## config.mk

```make
export PLATFORM = sky130hd
export DESIGN_NAME = ps2_host_tx
export DESIGN_NICKNAME = d
export VERILOG_FILES = /design/src/rtl/ps2_pkg.sv /design/src/rtl/ps2_line_sync.sv /design/src/rtl/ps2_host_tx.sv
export SDC_FILE = /design/constraint.sdc
export NUM_CORES = 1
export LEC_CHECK = 0
export CORE_ASPECT_RATIO = 1.2
export CORE_MARGIN = 3
export CORE_UTILIZATION = 40
export CTS_CLUSTER_DIAMETER = 50
export DETAILED_ROUTE_END_ITERATION = 6
export SETUP_SLACK_MARGIN = 0.05
export SLEW_MARGIN = 20
export SYNTH_ARGS = -nofsm -noshare
export SYNTH_HDL_FRONTEND = slang
export SYNTH_SLANG_ARGS = --single-unit
```

## constraint.sdc

```tcl
create_clock -name clk -period 2.67 [get_ports clk]
set_input_delay 0.267 -clock clk [delete_from_list [all_inputs] [get_ports clk]]
set_output_delay 0.267 -clock clk [all_outputs]
set_load 0.02 [all_outputs]
```

## src/rtl/ps2_pkg.sv

```systemverilog
// Shared PS/2 definitions: transmitter state encoding, error codes and common
// keyboard command bytes.
package ps2_pkg;

    typedef enum logic [2:0] {
        IDLE      = 3'd0,
        INHIBIT   = 3'd1,
        START     = 3'd2,
        CLOCKING  = 3'd3,
        ACK_CHECK = 3'd4,
        RELEASE   = 3'd5
    } ps2_state_e;

    localparam logic [1:0] ERR_TIMEOUT = 2'b01;
    localparam logic [1:0] ERR_NACK    = 2'b10;

    localparam logic [7:0] CMD_SET_LED = 8'hED;
    localparam logic [7:0] CMD_RESET   = 8'hFF;
    localparam logic [7:0] CMD_ENABLE  = 8'hF4;

    function automatic logic odd_parity(input logic [7:0] data);
        return ~^data;
    endfunction

endpackage

```

## src/rtl/ps2_line_sync.sv

```systemverilog
// Two-flop synchronizers for the PS/2 clock and data pads, plus a falling-edge
// strobe on the synced clock line. Shared with the keyboard receiver.
module ps2_line_sync (
    input  logic clk,
    input  logic rst,
    input  logic clk_in,
    input  logic data_in,
    output logic clk_sync,
    output logic data_sync,
    output logic clk_fe
);

    logic [1:0] clk_ff;
    logic [1:0] data_ff;
    logic       clk_prev;

    // Idle bus level is high, so reset to 1 to avoid a false edge on release.
    always_ff @(posedge clk or posedge rst) begin
        if (rst) begin
            clk_ff   <= 2'b11;
            data_ff  <= 2'b11;
            clk_prev <= 1'b1;
        end else begin
            clk_ff   <= {clk_ff[0], clk_in};
            data_ff  <= {data_ff[0], data_in};
            clk_prev <= clk_ff[1];
        end
    end

    assign clk_sync  = clk_ff[1];
    assign data_sync = data_ff[1];
    assign clk_fe    = clk_prev & ~clk_ff[1];

endmodule

```

## src/rtl/ps2_host_tx.sv

```systemverilog
// Host-to-device PS/2 command transmitter driving the open-drain lines through
// active-high pull-low enables.
module ps2_host_tx
    import ps2_pkg::*;
#(
    parameter int INHIBIT_CYCLES = 5000,
    parameter int TIMEOUT_CYCLES = 750000
) (
    input  logic       clk,
    input  logic       rst,
    input  logic       ps2_clk_in,
    input  logic       ps2_data_in,
    output logic       ps2_clk_oe,
    output logic       ps2_data_oe,
    input  logic [7:0] tx_data,
    input  logic       tx_valid,
    output logic       tx_ready,
    output logic       busy,
    output logic       tx_done,
    output logic       tx_err,
    output logic [1:0] err_code
);

    localparam int INH_W = (INHIBIT_CYCLES > 1) ? $clog2(INHIBIT_CYCLES + 1) : 1;
    localparam int WD_W  = (TIMEOUT_CYCLES > 1) ? $clog2(TIMEOUT_CYCLES + 1) : 1;

    ps2_state_e       state;
    logic [INH_W-1:0] inh_cnt;
    logic [WD_W-1:0]  wd_cnt;
    logic [3:0]       bit_cnt;
    logic [3:0]       bit_next;
    logic [8:0]       shift;
    logic             ack_bit;
    logic             clk_sync;
    logic             data_sync;
    logic             clk_fe;
    logic             wd_expired;

    ps2_line_sync u_sync (
        .clk       (clk),
        .rst       (rst),
        .clk_in    (ps2_clk_in),
        .data_in   (ps2_data_in),
        .clk_sync  (clk_sync),
        .data_sync (data_sync),
        .clk_fe    (clk_fe)
    );

    assign bit_next   = bit_cnt + 4'd1;
    assign wd_expired = ((state == CLOCKING) || (state == RELEASE)) &&
                        (wd_cnt == WD_W'(TIMEOUT_CYCLES - 1));
    assign tx_ready   = (state == IDLE);
    assign busy       = (state != IDLE);

    always_ff @(posedge clk or posedge rst) begin
        if (rst) begin
            state       <= IDLE;
            inh_cnt     <= '0;
            wd_cnt      <= '0;
            bit_cnt     <= '0;
            shift       <= '0;
            ack_bit     <= 1'b0;
            ps2_clk_oe  <= 1'b0;
            ps2_data_oe <= 1'b0;
            tx_done     <= 1'b0;
            tx_err      <= 1'b0;
            err_code    <= 2'b00;
        end else begin
            tx_done <= 1'b0;
            tx_err  <= 1'b0;
            // Timeout has priority over any edge seen in the same cycle.
            if (wd_expired) begin
                ps2_clk_oe  <= 1'b0;
                ps2_data_oe <= 1'b0;
                tx_err      <= 1'b1;
                err_code    <= ERR_TIMEOUT;
                state       <= IDLE;
            end else begin
                case (state)
                    IDLE: begin
                        if (tx_valid) begin
                            shift      <= {odd_parity(tx_data), tx_data};
                            inh_cnt    <= INH_W'(INHIBIT_CYCLES - 1);
                            ps2_clk_oe <= 1'b1;
                            state      <= INHIBIT;
                        end
                    end
                    INHIBIT: begin
                        if (inh_cnt == '0) begin
                            ps2_data_oe <= 1'b1;
                            state       <= START;
                        end else begin
                            inh_cnt <= inh_cnt - 1'b1;
                        end
                    end
                    START: begin
                        ps2_clk_oe <= 1'b0;
                        wd_cnt     <= '0;
                        bit_cnt    <= '0;
                        state      <= CLOCKING;
                    end
                    CLOCKING: begin
                        wd_cnt <= wd_cnt + 1'b1;
                        if (clk_fe) begin
                            bit_cnt <= bit_next;
                            if (bit_next <= 4'd9) begin
                                // Data bits LSB first, then parity from shift[8].
                                ps2_data_oe <= ~shift[0];
                                shift       <= {1'b0, shift[8:1]};
                            end else if (bit_next == 4'd10) begin
                                ps2_data_oe <= 1'b0;
                            end else begin
                                ack_bit <= data_sync;
                                state   <= ACK_CHECK;
                            end
                        end
                    end
                    ACK_CHECK: begin
                        if (!ack_bit) begin
                            state <= RELEASE;
                        end else begin
                            tx_err   <= 1'b1;
                            err_code <= ERR_NACK;
                            state    <= IDLE;
                        end
                    end
                    RELEASE: begin
                        wd_cnt <= wd_cnt + 1'b1;
                        if (clk_sync && data_sync) begin
                            tx_done <= 1'b1;
                            state   <= IDLE;
                        end
                    end
                    default: state <= IDLE;
                endcase
            end
        end
    end

endmodule

```

# Word-level counts from Yosys, hierarchy flattened
# Cells that the tools add are included.
# op_classes
n_addsub	3
n_lt_le_gt_ge	1
eq_ne	18
n_mux	37
bitwise	6
n_reduce_logical	25
# ops
op	count
$pmux W20 S2	1
$mux W9	3
$mux W13	2
$pmux W13 S2	1
$mux W3	8
$add A20 B1 Y20 const B	1
$eq A20 B20 Y1 const B	1
$pmux W3 S6	1
$pmux W9 S2	1
$logic_not A13 Y1	1
$mux W1	13
$sub A13 B1 Y13 const B	1
$ne A3 B3 Y1 const B	4
$reduce_bool A2 Y1	6
$reduce_and A5 Y1	2
$reduce_bool A3 Y1	3
$pmux W4 S2	1
$reduce_and A4 Y1	2
$reduce_xnor A8 Y1	1
$eq A3 B2 Y1 const B	2
$eq A3 B3 Y1 const B	2
$mux W2	3
$ne A2 B2 Y1 const B	3
$ne A3 B2 Y1 const B	2
other kinds (17)	25
# word_totals
ff_bits	61
inputBits	13
out_inout_bits	8

# Longest topological paths before layout
# Gate-level depths: netlist of the first run.
# logic_depth
word_depth	7
mapped_depth	9
depth_no_buf	8

# Cells and area by module
# A second synthesis of the first run with hierarchy kept.
# hier_totals
cells_unflattened	371
area_unflattened_um2	3435.8
# modules_own_cells
mod	instances	cells_per_inst	area_each_um2	seq_area_each_um2
ps2_host_tx	1	364	3286.9	1401.3
ps2_line_sync	1	7	148.9	131.4

# Least setup slack after synthesis of the first run
# OpenSTA, ideal clock, no wires.
# synth_timing
path_kind	register to register
startpoint	register wd_cnt[15]
endpoint	register ps2_data_oe
setup_time_ns	0.125
t_arrival_ns	1.750
slack_ns	0.795
path_stages_with_launch	8
path_buffers	1
synth_period_minus_slack_ns	1.875
cell_sequence	dfrtp_1 > or3b_4 > nor4_4 > and2_1 > buf_4 > a31oi_1 > nand2_1 > mux2_2
# synth_between
elab_chain_len	4
word_cells_on_any_way	8
classes_between	eq/ne (4); mux (1); reduce/logical (3)
# synth_rtl
item	line_no	source
start: declaration	ps2_host_tx.sv:29	logic [WD_W-1:0] wd_cnt;
start signal: assignment	ps2_host_tx.sv:103	wd_cnt <= wd_cnt + 1'b1;
start signal: assignment	ps2_host_tx.sv:128	wd_cnt <= wd_cnt + 1'b1;
$eq A20 B20 Y1 (*)	ps2_host_tx.sv:51	(wd_cnt == WD_W'(TIMEOUT_CYCLES - 1));
$logic_and A1 B1 Y1 (*)	ps2_host_tx.sv:50	assign wd_expired = ((state == CLOCKING) || (state == RELEASE)) &&
$ne A4 B2 Y1 (no line) (tied with other cells)	--	
$reduce_and A4 Y1 (no line)	--	
end signal: assignment	ps2_host_tx.sv:108	ps2_data_oe <= ~shift[0];
end: declaration	ps2_host_tx.sv:14	output logic ps2_data_oe,
# Every way passes the cells marked *; elsewhere a longest branch is shown, timed or not.
# A chain may end at the register's enable or synchronous reset.

# Worst setup path after layout of the first run
# layout_timing
startpoint	register state[0]
endpoint	output port tx_ready
# layout_between
elab_chain_len	1
# layout_rtl
item	line_no	source
start: declaration	ps2_host_tx.sv:27	ps2_state_e state;
start signal: assignment	ps2_host_tx.sv:57	state <= IDLE;
start signal: assignment	ps2_host_tx.sv:77	state <= IDLE;
start signal: assignment	ps2_host_tx.sv:85	state <= INHIBIT;
$logic_not A3 Y1	ps2_host_tx.sv:52	assign tx_ready = (state == IDLE);
end: declaration	ps2_host_tx.sv:17	output logic tx_ready,
# No other way between the ends.

==> results of run 1 <==
==> registers in the layout (all words and copies together), names as in the netlist <==
register and count:
wd_cnt 20, inh_cnt 13, shift 9, bit_cnt 4, state 3, err_code 2
u_sync.clk_ff 2, u_sync.data_ff 2, ack_bit 1, ps2_clk_oe 1, ps2_data_oe 1, tx_done 1
tx_err 1, u_sync.clk_prev 1
==> per-layer routing <==
metal	vias to the layer above	track usage [%]	wire length [µm]
li1	1248	-	-
met4	0	6.05	113
met3	8	4.10	257
met1	1238	22.1	3150
met5	-	0	0
met2	44	25.0	3230
==> path summary, 6_finish.rpt <==
| path | from | endpoint | slack [ns] | depth (start not counted) |
|---|---|---|---|---|
| max | state[0]$_DFFE_PP0P_ | tx_ready | 0.31 | 4 |
| min | rst | inh_cnt[10]$_DFFE_PP0P_ | 0.32 | 2 |
| max reg2reg | state[0]$_DFFE_PP0P_ | shift[5]$_DFFE_PP0P_ | 0.52 | 7 |
| min reg2reg | u_sync.data_ff[0]$_DFF_PP1_ | u_sync.data_ff[1]$_DFF_PP1_ | 0.36 | 0 |
| max in group asynchronous | rst | u_sync.clk_ff[1]$_DFF_PP1_ | 1.68 | 3 |
| min in group clk | ps2_clk_in | u_sync.clk_ff[0]$_DFF_PP1_ | 0.34 | 1 |
==> critical path, cell delays in order (launching register included) <==
cell             delay (ns)
dfrtp_1                0.52
inv_1                  0.34
nand2_1                0.15
inv_1                  0.11
clkdlybuf4s50_1        0.64
==> logic make-up (layout without fill, tap and decap cells) <==
kind of cell / Yosys count / in the layout
mux: 5 / 5
xor+xnor: 32 / 32
fa+ha+maj: 7 / 7
buf+inv: 22 / 50
flops: 61 / 61
simple gates: 163 / 163
compound gates: 58 / 58
==> layout make-up <==
cell class	instances	area, µm²
fillers	760	4040
repair buffers	23	235
clock buffers	12	155
clock inverters	4	70.1
well taps	92	115
inverters	11	41.3
multi-input cells	265	1610
flip-flops and latches	61	1530
==> cell usage in the layout, fill, tap and decap left out, drive strengths merged, types with 2 or more instances in the layout <==
| cell type | count |
|---|---|
| or4 | 2 |
| clkdlybuf4s50 | 20 |
| xor2 | 21 |
| or3 | 3 |
| inv | 11 |
| nand3 | 17 |
| and2 | 4 |
| ha | 7 |
| a31oi | 13 |
| nand2 | 50 |
| and3 | 5 |
| mux2i | 3 |
| dfstp | 5 |
| buf | 3 |
| nor3 | 12 |
| nor2b | 3 |
| and4 | 3 |
| bufinv | 2 |
| o21ai | 22 |
| mux2 | 2 |
| clkbuf | 12 |
| clkinv | 2 |
| a21oi | 11 |
| nor2 | 45 |
| xnor2 | 11 |
| nor4 | 8 |
| nand2b | 2 |
| dfrtp | 56 |
| nand4 | 6 |
==> through the flow <==
| stage | std cells | area [µm²] | utilization (%) | hold slack, ns |
|---|---|---|---|---|
| 3_5_place_dp | 452 | 3530 | 45.3 | 0.347 |
| 6_report | 468 | 3760 | 48.2 | 0.324 |
| 4_1_cts | 468 | 3760 | 48.2 | 0.318 |
| 2_1_floorplan | 348 | 3240 | - | 0.271 |
| 3_3_place_gp | 452 | 3530 | 45.3 | 0.345 |
| 5_1_grt | 468 | 3760 | 48.2 | 0.329 |
==> report_power, final <==
| part | switching [W] | internal [W] |
|---|---|---|
| combinational | 0.0000354 | 0.0000322 |
| clock | 0.000361 | 0.000574 |
| sequential | 0.00000180 | 0.000931 |
==> flow_summary.toml, run 1 <==
[status]
status = "complete, no violations"

[setup_path]
arrival_ns = 2.09
cp-end-kind = "output port"
critPathKind = "reg2out"
cp-start-kind = "register"
worstPathRequired_ns = 2.40
path_max_fanout = 13

[floorplan]
core-area_um2 = 7790
ioPinCount = 21
die_w_um = 88.2
rows = 35
dieArea_um2 = 9230
initial_utilization_pct = 41.6
die_h_um = 105

[placement]
io_buffers = 20
gp_congestion = 0.832
post-dp-hpwl_mm = 4.77
dp_slack_ns = 0.544

[synthesis]
yosysWarningCount = 0
synthTopCellsByArea = "dfrtp_1, nand2_1, xor2_1"
yosysMostFrequentCell = "dfrtp_1"
synthCells = 348
yosys.area_share.simple_pct = 25.5
seq_area_frac_synth_pct = 47.2
synth_mux_area_share_pct = 1.62
yosysTopAreaCellShare_pct = 43.2
synth_nets = 368
synth_top_area_cell = "dfrtp_1"
postSynthAreaPerCell_um2 = 9.32
ys_seq_elements = 61
ys_types = 51
async_flop_share_pct = 100
synthTopCellsByCount = "dfrtp_1, nand2_1, nor2_1"
synth_edf_count = 0
syn_area_um2 = 3240
synth_xor_area_share_pct = 8.64
synth-compound-area-share_pct = 11.1
synthFlopType = "dfrtp_1"
synth_top_family_by_area = "simple AND/OR/NAND/NOR gates"
synth-adder-area-share_pct = 2.70

[clocking]
cts-root-buf = "clkbuf_8"
cts-resized-gates = 0
numCtsBuffers = 9
cts_buffer_depth = 2
cts_setup_buffers = 0
cts_tree = "yes"
clock-sinks = 61
cts.clk_slew.worst_paths_ns = 0.07
clock_latency_ns = 0.33
htreeDepth = 3
ctsHoldBuffers = 0

[global_route]
grt_pass1_wl_mm = 12.0
globalRouteTotalUtil_pct = 16.3
grt_overflow_total = 0
antenna_found_initial = 0
grt_start_max_net_pins = 36
grt_pass1_vias = 2524

[sta]
slew_headroom_pct = 54.8
period_share_pct = 88.4
fin_tns_setup_ns = 0
rsz0062_at_grt = "no"
clock_skew_ns = 0.00749
tightest_slew_ns = 0.679
hold_viol_final = 0
min_period_ns = 2.36
drv_slew = 0
setup_violations = 0
finalWorstSetupSlack_ns = 0.311
max_freq_mhz = 424

[final_layout]
fin_nets = 391
drive_gt1_share_pct = 10.4
antenna_cells = 0
synthToLayoutAreaGrowth_pct = 15.8

[pwr]
total_power_w = 0.00194
ir_drop_uv = 319
cellPowerDensity_nw_per_um2 = 515
cellLeakagePower_nw = 1.64

[routing]
drtIter0Drc = 123
postRouteWirelength_mm = 6.75
wl_per_cell_um = 14.4
ant_nets = 0
vias = 2538
drc = 0
firstDrtPassIters = 4
viasPerCell = 5.42

[job]
drv_cap = 0

[worst_hold_path]
worstHoldPathType = "in2async"
Power figures use the tool's default switching activity.
==> inputs of run 2 (changes only) <==
--- a/config.mk
+++ b/config.mk
@@ -10,6 +10,7 @@
 export CORE_UTILIZATION = 40
 export CTS_CLUSTER_DIAMETER = 50
 export DETAILED_ROUTE_END_ITERATION = 6
+export GPL_ROUTABILITY_DRIVEN = 0
 export SETUP_SLACK_MARGIN = 0.05
 export SLEW_MARGIN = 20
 export SYNTH_ARGS = -nofsm -noshare
==> results of run 2 <==
No change in the layout: final DEF, timing and power equal those of run 1.
